$ cat config.mk
export PLATFORM = sky130hd
export DESIGN_NAME = serial_shift_unit_flat
export DESIGN_NICKNAME = d
export VERILOG_FILES = /design/src/rtl/serial_shift_unit_if.sv /design/src/rtl/serial_shift_unit.sv /design/src/flat_wrapper.sv
export SDC_FILE = /design/constraint.sdc
export NUM_CORES = 1
export LEC_CHECK = 0
export BUFFER_PORTS_ARGS = -buffer_cell sky130_fd_sc_hd__buf_4
export CORE_MARGIN = 2
export CORE_UTILIZATION = 48
export DETAILED_ROUTE_END_ITERATION = 8
export GPL_TIMING_DRIVEN = 0
export PLACE_DENSITY_LB_ADDON = 0.25
export SLEW_MARGIN = 20
export SYNTH_ARGS = -nofsm -noshare
export SYNTH_HDL_FRONTEND = slang
export SYNTH_SLANG_ARGS = --single-unit
$ cat constraint.sdc
create_clock -name clk -period 1.8 [get_ports clk]
set_input_delay 0.09 -clock clk [delete_from_list [all_inputs] [get_ports clk]]
set_output_delay 0.09 -clock clk [all_outputs]
set_load 0.02 [all_outputs]
$ cat src/rtl/serial_shift_unit_if.sv
// Bus bundle for serial_shift_unit: shift/load/burst controls in, register state and burst status out.
interface serial_shift_unit_if #(
    parameter int WIDTH = 9
) ();
    localparam int CNT_W = $clog2(WIDTH + 1);

    logic             enable;
    logic [1:0]       mode;
    logic             sin;
    logic             load;
    logic [WIDTH-1:0] din;
    logic             start;
    logic [WIDTH-1:0] q;
    logic             sout;
    logic             busy;
    logic             done;
    logic [CNT_W-1:0] remain;

    modport master (
        output enable, mode, sin, load, din, start,
        input  q, sout, busy, done, remain
    );

    modport slave (
        input  enable, mode, sin, load, din, start,
        output q, sout, busy, done, remain
    );
endinterface

$ cat src/rtl/serial_shift_unit.sv
// Shift register for bit-serial datapaths with parallel load, right/left/rotate shifts and a
// start/busy/done controller that sequences exactly WIDTH counted shifts per burst.
module serial_shift_unit #(
    parameter int             WIDTH     = 9,
    parameter logic [WIDTH-1:0] RESET_VAL = {WIDTH{1'b0}}
) (
    input logic            clk,
    input logic            rst,
    serial_shift_unit_if.slave bus
);
    localparam int CNT_W = $clog2(WIDTH + 1);

    typedef enum logic [0:0] {
        ST_IDLE  = 1'b0,
        ST_SHIFT = 1'b1
    } state_t;

    state_t           state_r;
    state_t           state_s;
    logic [WIDTH-1:0] q_r;
    logic [WIDTH-1:0] q_s;
    logic [CNT_W-1:0] remain_r;
    logic [CNT_W-1:0] remain_s;
    logic             done_r;
    logic             done_s;
    logic             busy_r;
    logic             busy_s;
    logic             shift_en_s;
    logic             last_shift_s;
    logic [WIDTH-1:0] shifted_s;

    function automatic logic [WIDTH-1:0] shift_op(
        input logic [WIDTH-1:0] cur,
        input logic [1:0]       op,
        input logic             ser_in
    );
        logic [WIDTH-1:0] res;
        case (op)
            2'b01:   res = {ser_in, cur[WIDTH-1:1]};
            2'b10:   res = {cur[WIDTH-2:0], ser_in};
            2'b11:   res = {cur[0], cur[WIDTH-1:1]};
            default: res = cur;
        endcase
        return res;
    endfunction

    // Shift qualification: mode 00 is a hold, so it neither shifts nor counts.
    always_comb begin
        shift_en_s   = bus.enable && (bus.mode != 2'b00);
        last_shift_s = shift_en_s && (remain_r == CNT_W'(1));
        shifted_s    = shift_op(q_r, bus.mode, bus.sin);
    end

    // State register.
    always_ff @(posedge clk or negedge rst) begin
        if (!rst) begin
            state_r <= ST_IDLE;
        end else begin
            state_r <= state_s;
        end
    end

    // Next-state logic: load aborts a burst, the final counted shift ends it.
    always_comb begin
        state_s = state_r;
        case (state_r)
            ST_IDLE: begin
                if (bus.start) begin
                    state_s = ST_SHIFT;
                end else begin
                    state_s = ST_IDLE;
                end
            end
            ST_SHIFT: begin
                if (bus.load) begin
                    state_s = ST_IDLE;
                end else if (last_shift_s) begin
                    state_s = ST_IDLE;
                end else begin
                    state_s = ST_SHIFT;
                end
            end
            default: begin
                state_s = ST_IDLE;
            end
        endcase
    end

    // Output/datapath next values; the start edge itself never shifts.
    always_comb begin
        q_s      = q_r;
        remain_s = remain_r;
        done_s   = 1'b0;
        case (state_r)
            ST_IDLE: begin
                if (bus.load) begin
                    q_s = bus.din;
                end else if (shift_en_s && !bus.start) begin
                    q_s = shifted_s;
                end else begin
                    q_s = q_r;
                end
                if (bus.start) begin
                    remain_s = CNT_W'(WIDTH);
                end else begin
                    remain_s = {CNT_W{1'b0}};
                end
            end
            ST_SHIFT: begin
                if (bus.load) begin
                    q_s      = bus.din;
                    remain_s = {CNT_W{1'b0}};
                end else if (shift_en_s) begin
                    q_s      = shifted_s;
                    remain_s = remain_r - CNT_W'(1);
                    done_s   = last_shift_s;
                end else begin
                    q_s      = q_r;
                    remain_s = remain_r;
                end
            end
            default: begin
                q_s      = q_r;
                remain_s = {CNT_W{1'b0}};
            end
        endcase
        busy_s = (state_s == ST_SHIFT);
    end

    // Registered outputs.
    always_ff @(posedge clk or negedge rst) begin
        if (!rst) begin
            q_r      <= RESET_VAL;
            remain_r <= {CNT_W{1'b0}};
            done_r   <= 1'b0;
            busy_r   <= 1'b0;
        end else begin
            q_r      <= q_s;
            remain_r <= remain_s;
            done_r   <= done_s;
            busy_r   <= busy_s;
        end
    end

    assign bus.q      = q_r;
    assign bus.remain = remain_r;
    assign bus.done   = done_r;
    assign bus.busy   = busy_r;
    // sout is the bit that the next shift in the current mode pushes out.
    assign bus.sout   = (bus.mode == 2'b10) ? q_r[WIDTH-1] : q_r[0];
endmodule

$ cat src/flat_wrapper.sv
// flat-port wrapper written by rule: the top's interface ports become plain ports
module serial_shift_unit_flat 
#(
    parameter int             WIDTH     = 9,
    parameter logic [WIDTH-1:0] RESET_VAL = {WIDTH{1'b0}}
)
  (clk, rst, bus_enable, bus_mode, bus_sin, bus_load, bus_din, bus_start, bus_q, bus_sout, bus_busy, bus_done, bus_remain);
  serial_shift_unit_if #(.WIDTH(WIDTH)) bus_i ();
  input logic clk;
  input logic rst;
  input wire logic [$bits(bus_i.enable)-1:0] bus_enable;
  input wire logic [$bits(bus_i.mode)-1:0] bus_mode;
  input wire logic [$bits(bus_i.sin)-1:0] bus_sin;
  input wire logic [$bits(bus_i.load)-1:0] bus_load;
  input wire logic [$bits(bus_i.din)-1:0] bus_din;
  input wire logic [$bits(bus_i.start)-1:0] bus_start;
  output wire logic [$bits(bus_i.q)-1:0] bus_q;
  output wire logic [$bits(bus_i.sout)-1:0] bus_sout;
  output wire logic [$bits(bus_i.busy)-1:0] bus_busy;
  output wire logic [$bits(bus_i.done)-1:0] bus_done;
  output wire logic [$bits(bus_i.remain)-1:0] bus_remain;
  assign bus_i.enable = bus_enable;
  assign bus_i.mode = bus_mode;
  assign bus_i.sin = bus_sin;
  assign bus_i.load = bus_load;
  assign bus_i.din = bus_din;
  assign bus_i.start = bus_start;
  assign bus_q = bus_i.q;
  assign bus_sout = bus_i.sout;
  assign bus_busy = bus_i.busy;
  assign bus_done = bus_i.done;
  assign bus_remain = bus_i.remain;
  serial_shift_unit #(.WIDTH(WIDTH), .RESET_VAL(RESET_VAL)) u_core (.clk(clk), .rst(rst), .bus(bus_i));
endmodule
# Word-level counts from Yosys, hierarchy flattened
# Index checks and enable logic that the tools add are counted.
[classes]
n_addsub = 1
eq_ne = 6
bitwise = 1
reduce_logical = 6
mux = 18
[op_table]
columns = ["cell", "n"]
rows = [
  ["9-bit two-way mux", 4],
  ["9-bit case mux with 3 select lines", 1],
  ["9-bit case mux with 2 select lines", 1],
  ["4-bit two-way mux", 3],
  ["4-bit case mux with 2 select lines", 1],
  ["1-bit two-way mux", 7],
  ["2-bit == test, second input constant", 2],
  ["4-bit by 1-bit == test with 1-bit output, second input constant", 1],
  ["4-bit by 1-bit subtractor with 4-bit output, second input constant", 1],
  ["1-bit logical AND", 3],
  ["3-bit by 2-bit inequality test with 1-bit output, second input constant", 1],
  ["3-bit inequality test, second input constant", 1],
  ["2-bit by 1-bit == test with 1-bit output, second input constant", 1],
  ["1-bit case mux with 2 select lines", 1],
  ["2-bit AND reduction", 1],
  ["2-bit nonzero test", 1],
  ["1-bit logical NOT", 1],
  ["1-bit NOT", 1],
]
[word_totals]
in_bits = 17
elab_cells = 36
ff_bits = 15
out_inout_bits = 16

# Depth between registers and ports, before layout
[depth]
depth_word = 6
mapped_depth = 5
ltp_nobuf = 5

# Worst setup path after synthesis
# No wires, ideal clock.
[synth_path]
path_type = "register to register"
from = "register u_core.state_r"
to = "register u_core.q_r[0], in the netlist u_core.bus.q[0]"
path_buffers = 2
path_stages_with_launch = 6
setup_ns = 0.080
synth_period_minus_slack_ns = 1.412
required_ns = 1.720
setup_slack_ns = 0.388
arrival_time_ns = 1.332
cell_sequence = "dfrtp_1 -> nor2b_1 -> buf_6 -> or3_1 -> buf_6 -> o211ai_2"
[synth_between]
elab_chain_len = 3
word_cells_on_any_way = 5
classes_between = "eq/ne: 2; mux: 1; bitwise: 1; reduce/logical: 1"
[synth_lines]
columns = ["element", "line", "text"]
rows = [
  ["start, declared", "serial_shift_unit.sv:18", "state_t state_r;"],
  ["start signal, assigned", "serial_shift_unit.sv:59", "state_r <= state_s;"],
  ["1-bit NOT", "serial_shift_unit.sv:94", "case (state_r)"],
  ["3-bit by 2-bit inequality test with 1-bit output (no line)", "n/a", ""],
  ["2-bit AND reduction (no line)", "n/a", ""],
  ["end signal, assigned", "serial_shift_unit.sv:138", "q_r <= q_s;"],
  ["end, declared", "serial_shift_unit.sv:20", "logic [WIDTH-1:0] q_r;"],
]
# Several ways; a longest one is shown, not always the timed one.
# A chain may end at the register's enable or synchronous reset.

# Worst setup path in the final report
[layout_path]
from = "register u_core.remain_r[0], in the netlist u_core.bus.remain[0]"
to = "register u_core.remain_r[3], in the netlist u_core.bus.remain[3]"
[layout_between]
elab_chain_len = 4
[layout_lines]
columns = ["element", "line", "text"]
rows = [
  ["start, declared", "serial_shift_unit.sv:22", "logic [CNT_W-1:0] remain_r;"],
  ["start signal, assigned", "serial_shift_unit.sv:134", "remain_r <= {CNT_W{1'b0}};"],
  ["start signal, assigned", "serial_shift_unit.sv:139", "remain_r <= remain_s;"],
  ["4-bit by 1-bit subtractor with 4-bit output", "serial_shift_unit.sv:115", "remain_s = remain_r - CNT_W'(1);"],
  ["4-bit two-way mux", "serial_shift_unit.sv:113", "end else if (shift_en_s) begin"],
  ["4-bit two-way mux", "serial_shift_unit.sv:110", "if (bus.load) begin"],
  ["4-bit case mux with 2 select lines", "serial_shift_unit.sv:94", ""],
]
# Every way passes these cells. The select of a mux whose other input is x is not followed.

==> flow_metrics.tcl <==
set metrics [dict create \
    num-nets-final 144 \
    required_ps 2020 \
    final_hold_viol_count 0 \
    netlist.area_leader.share_pct 40.9 \
    htree_levels 1 \
    finalCritPeriodShare_pct 76.9 \
    place_inst 144 \
    die_w_um 47.7 \
    viasPerCell 5.41 \
    ys_ff_latch 15 \
    outcome "finished clean" \
    wirelength_mm 2.23 \
    place_ws_ps 438 \
    arrival_ps 1600 \
    io_pins 33 \
    cp_max_fo 4 \
    power_density_mw_per_mm2 787 \
    grt_overflow 0 \
    p_seq_share_pct 44.2 \
    fin_crit_ps 1380 \
    p_comb_share_pct 35.1 \
    drc_errors 0 \
    ys_top_cells_by_area "dfrtp_1 (41%), o211ai_2 (11%), mux2i_1 (9.8%)" \
    clkLatencyLatePin_ps 290 \
    power_frac_clock_pct 20.6 \
    wire_per_inst_um 14.9 \
    cts_buffers 3 \
    fmax_ghz 0.723 \
    clockRootBuffer "clkbuf_4" \
    antenna_cells 0 \
    maxSlewHeadroom_pct 70.5 \
    start_util_pct 52.1 \
    endpoint_kind "flip-flop" \
    ant_nets 0 \
    intPower_w 0.000625 \
    worst_pin_slew_ps 439 \
    syn_avg_cell_area_um2 10.6 \
    tns_ps 0 \
    finalSetupViolCount 0 \
    yosysSeqAreaShare_pct 40.9 \
    slew_violations 0 \
    clk_pin_slew_ps 100 \
    rows 15 \
    syn2layout_area_growth_pct 33.5 \
    die_area_mm2 0.00228 \
    async_flop_share_pct 100 \
    yosys.area.top_type "dfrtp_1" \
    grt_pass1_vias 808 \
    drive_gt1_share_pct 41.1 \
    hpwl_mm 1.63 \
    synth.distinct_cells 29 \
    maxCapViolations 0 \
    startpoint_type "flip-flop" \
    rsz0062_at_grt "no" \
    p_total_w 0.000965 \
    antenna_found_initial 0 \
    yosys_warnings 0 \
    clock-sinks 15 \
    fill_cells 174 \
    fin_skew_ps 9.87 \
    gp_congestion 0.797 \
    cts_max_path_buffers 2 \
    grt_pass1_wl_mm 3.57 \
    first_pass_iters 4 \
    placed_area_mm2 0.00119 \
    port_buffers 32 \
    power.share.switching_pct 35.2 \
    die_height_um 47.7 \
    final_cell_count_no_fill 149 \
    vias 806 \
    syn_area_um2 918 \
    p_switching_w 0.000340 \
    postLayoutCellArea_mm2 0.00123 \
    crit_type "flip-flop to flip-flop" \
    synth_edf_count 0 \
    holdCritPathClass "input pin to flip-flop" \
    setup_ws_ps 416 \
    drt_iter0_drc 4 \
    ir_worst_vdd_v 0.000477 \
    tritoncts "built" \
    grt_max_degree 16 \
    synthCells 87 \
    core_area_mm2 0.00176 \
    p_leak_nw 0.578 \
    synth_fp_nets 106 \
    ys.flop_type "dfrtp_1" \
    grt_use_total_pct 22.6 \
]
[worst paths after layout]
kind                                                   from                               end  slack (ps)  cells after the start
setup / recovery           u_core.bus.remain[0]$_DFFE_PN0P_  u_core.bus.remain[3]$_DFFE_PN0P_         420                      3
hold / removal                                   bus_din[5]       u_core.bus.q[5]$_DFFE_PN0P_          20                      3
setup reg to reg           u_core.bus.remain[0]$_DFFE_PN0P_  u_core.bus.remain[3]$_DFFE_PN0P_         420                      3
hold reg to reg                 u_core.bus.q[8]$_DFFE_PN0P_       u_core.bus.q[8]$_DFFE_PN0P_         600                      1
max in group asynchronous                               rst  u_core.bus.remain[0]$_DFFE_PN0P_        1430                      2
min in group asynchronous                               rst       u_core.bus.q[7]$_DFFE_PN0P_         180                      2
[sequential cells by signal (all words and copies together) (netlist names)]
| signal | cells |
|---|---|
| u_core.state_r | 1 |
| u_core.bus.q | 9 |
| u_core.bus.remain | 4 |
| u_core.bus.done | 1 |
[through the flow]
stage / util [%] / hold WS (ps)
2_1_floorplan: - / -206
3_3_place_gp: 67.4 / -41.2
3_5_place_dp: 67.4 / -38.0
4_1_cts: 69.5 / 17.1
5_1_grt: 69.5 / 19.6
6_report: 69.5 / 17.5
[area by class of cell]
class | instances | area (um^2) | area share, %
clock buffers | 4 | 26.3 | 2.14
plain buffers | 6 | 40.0 | 3.27
flip-flops and latches | 15 | 375 | 30.6
multi-input cells | 62 | 488 | 39.8
repair buffers | 33 | 250 | 20.4
well taps | 25 | 31.3 | 2.55
inverters | 4 | 15.0 | 1.22
[synthesized netlist by cell type (2+ instances only)]
master and instances:
buf_6 2, buf_2 2, clkbuf_1 2, nand2_1 10, o21ai_0 3, dfrtp_1 15, mux2_2 2, or3_1 2
inv_1 4, nor2b_1 2, ha_1 2, mux2i_1 9, o211ai_2 8, o211ai_1 9
[timing repair]
item,4_1_cts,5_1_grt
resized for setup,0,0
setup buffers,0,0
setup endpoints to repair,0,0
hold endpoints to repair,15,0
hold buffers,1,0
[critical path, cell delays in order, from the launching register on]
cell     delay [ps]
dfrtp_1         420
or3_1           400
or4_1           410
nand3_1         100
[power by group through the flow]
stage	clock network (W)	logic, W	registers [W]
finish	0.000199	0.000339	0.000427
detailed placement	0	0.000338	0.000433
global placement	0	0.000333	0.000430
floorplan	0	0.000151	0.000473
global route	0.000218	0.000371	0.000434
CTS	0.000206	0.000343	0.000426
[cells by family after synthesis]
group / Yosys count / share of synthesized area (%)
AOI/OAI and AO/OA: 24 / 22.9
xor gates and xnor gates: 2 / 1.91
adders and majority gates: 2 / 2.72
buffers and inverters: 10 / 5.99
DFF: 15 / 40.9
muxes: 11 / 12.3
and+or+nand+nor: 23 / 13.4
[placed cells by master, fill, tap and decap left out, types with 2 or more instances in the layout]
cell,synthesis,layout
or3_1,2,2
buf_4,0,32
buf_6,2,2
o21ai_0,3,3
clkbuf_4,0,3
nor2b_1,2,2
nand2_1,10,10
o211ai_2,8,8
buf_2,2,2
mux2i_1,9,9
clkbuf_1,2,3
dfrtp_1,15,15
inv_1,4,4
ha_1,2,2
mux2_2,2,2
o211ai_1,9,9
[metal layers]
metal | wire [um] | track usage, %
met1 | 1050 | 31.4
met2 | 1020 | 35.7
met3 | 135 | 3.40
met4 | 27 | 8.11
met5 | 0 | 0
Power figures use the tool's default switching activity.
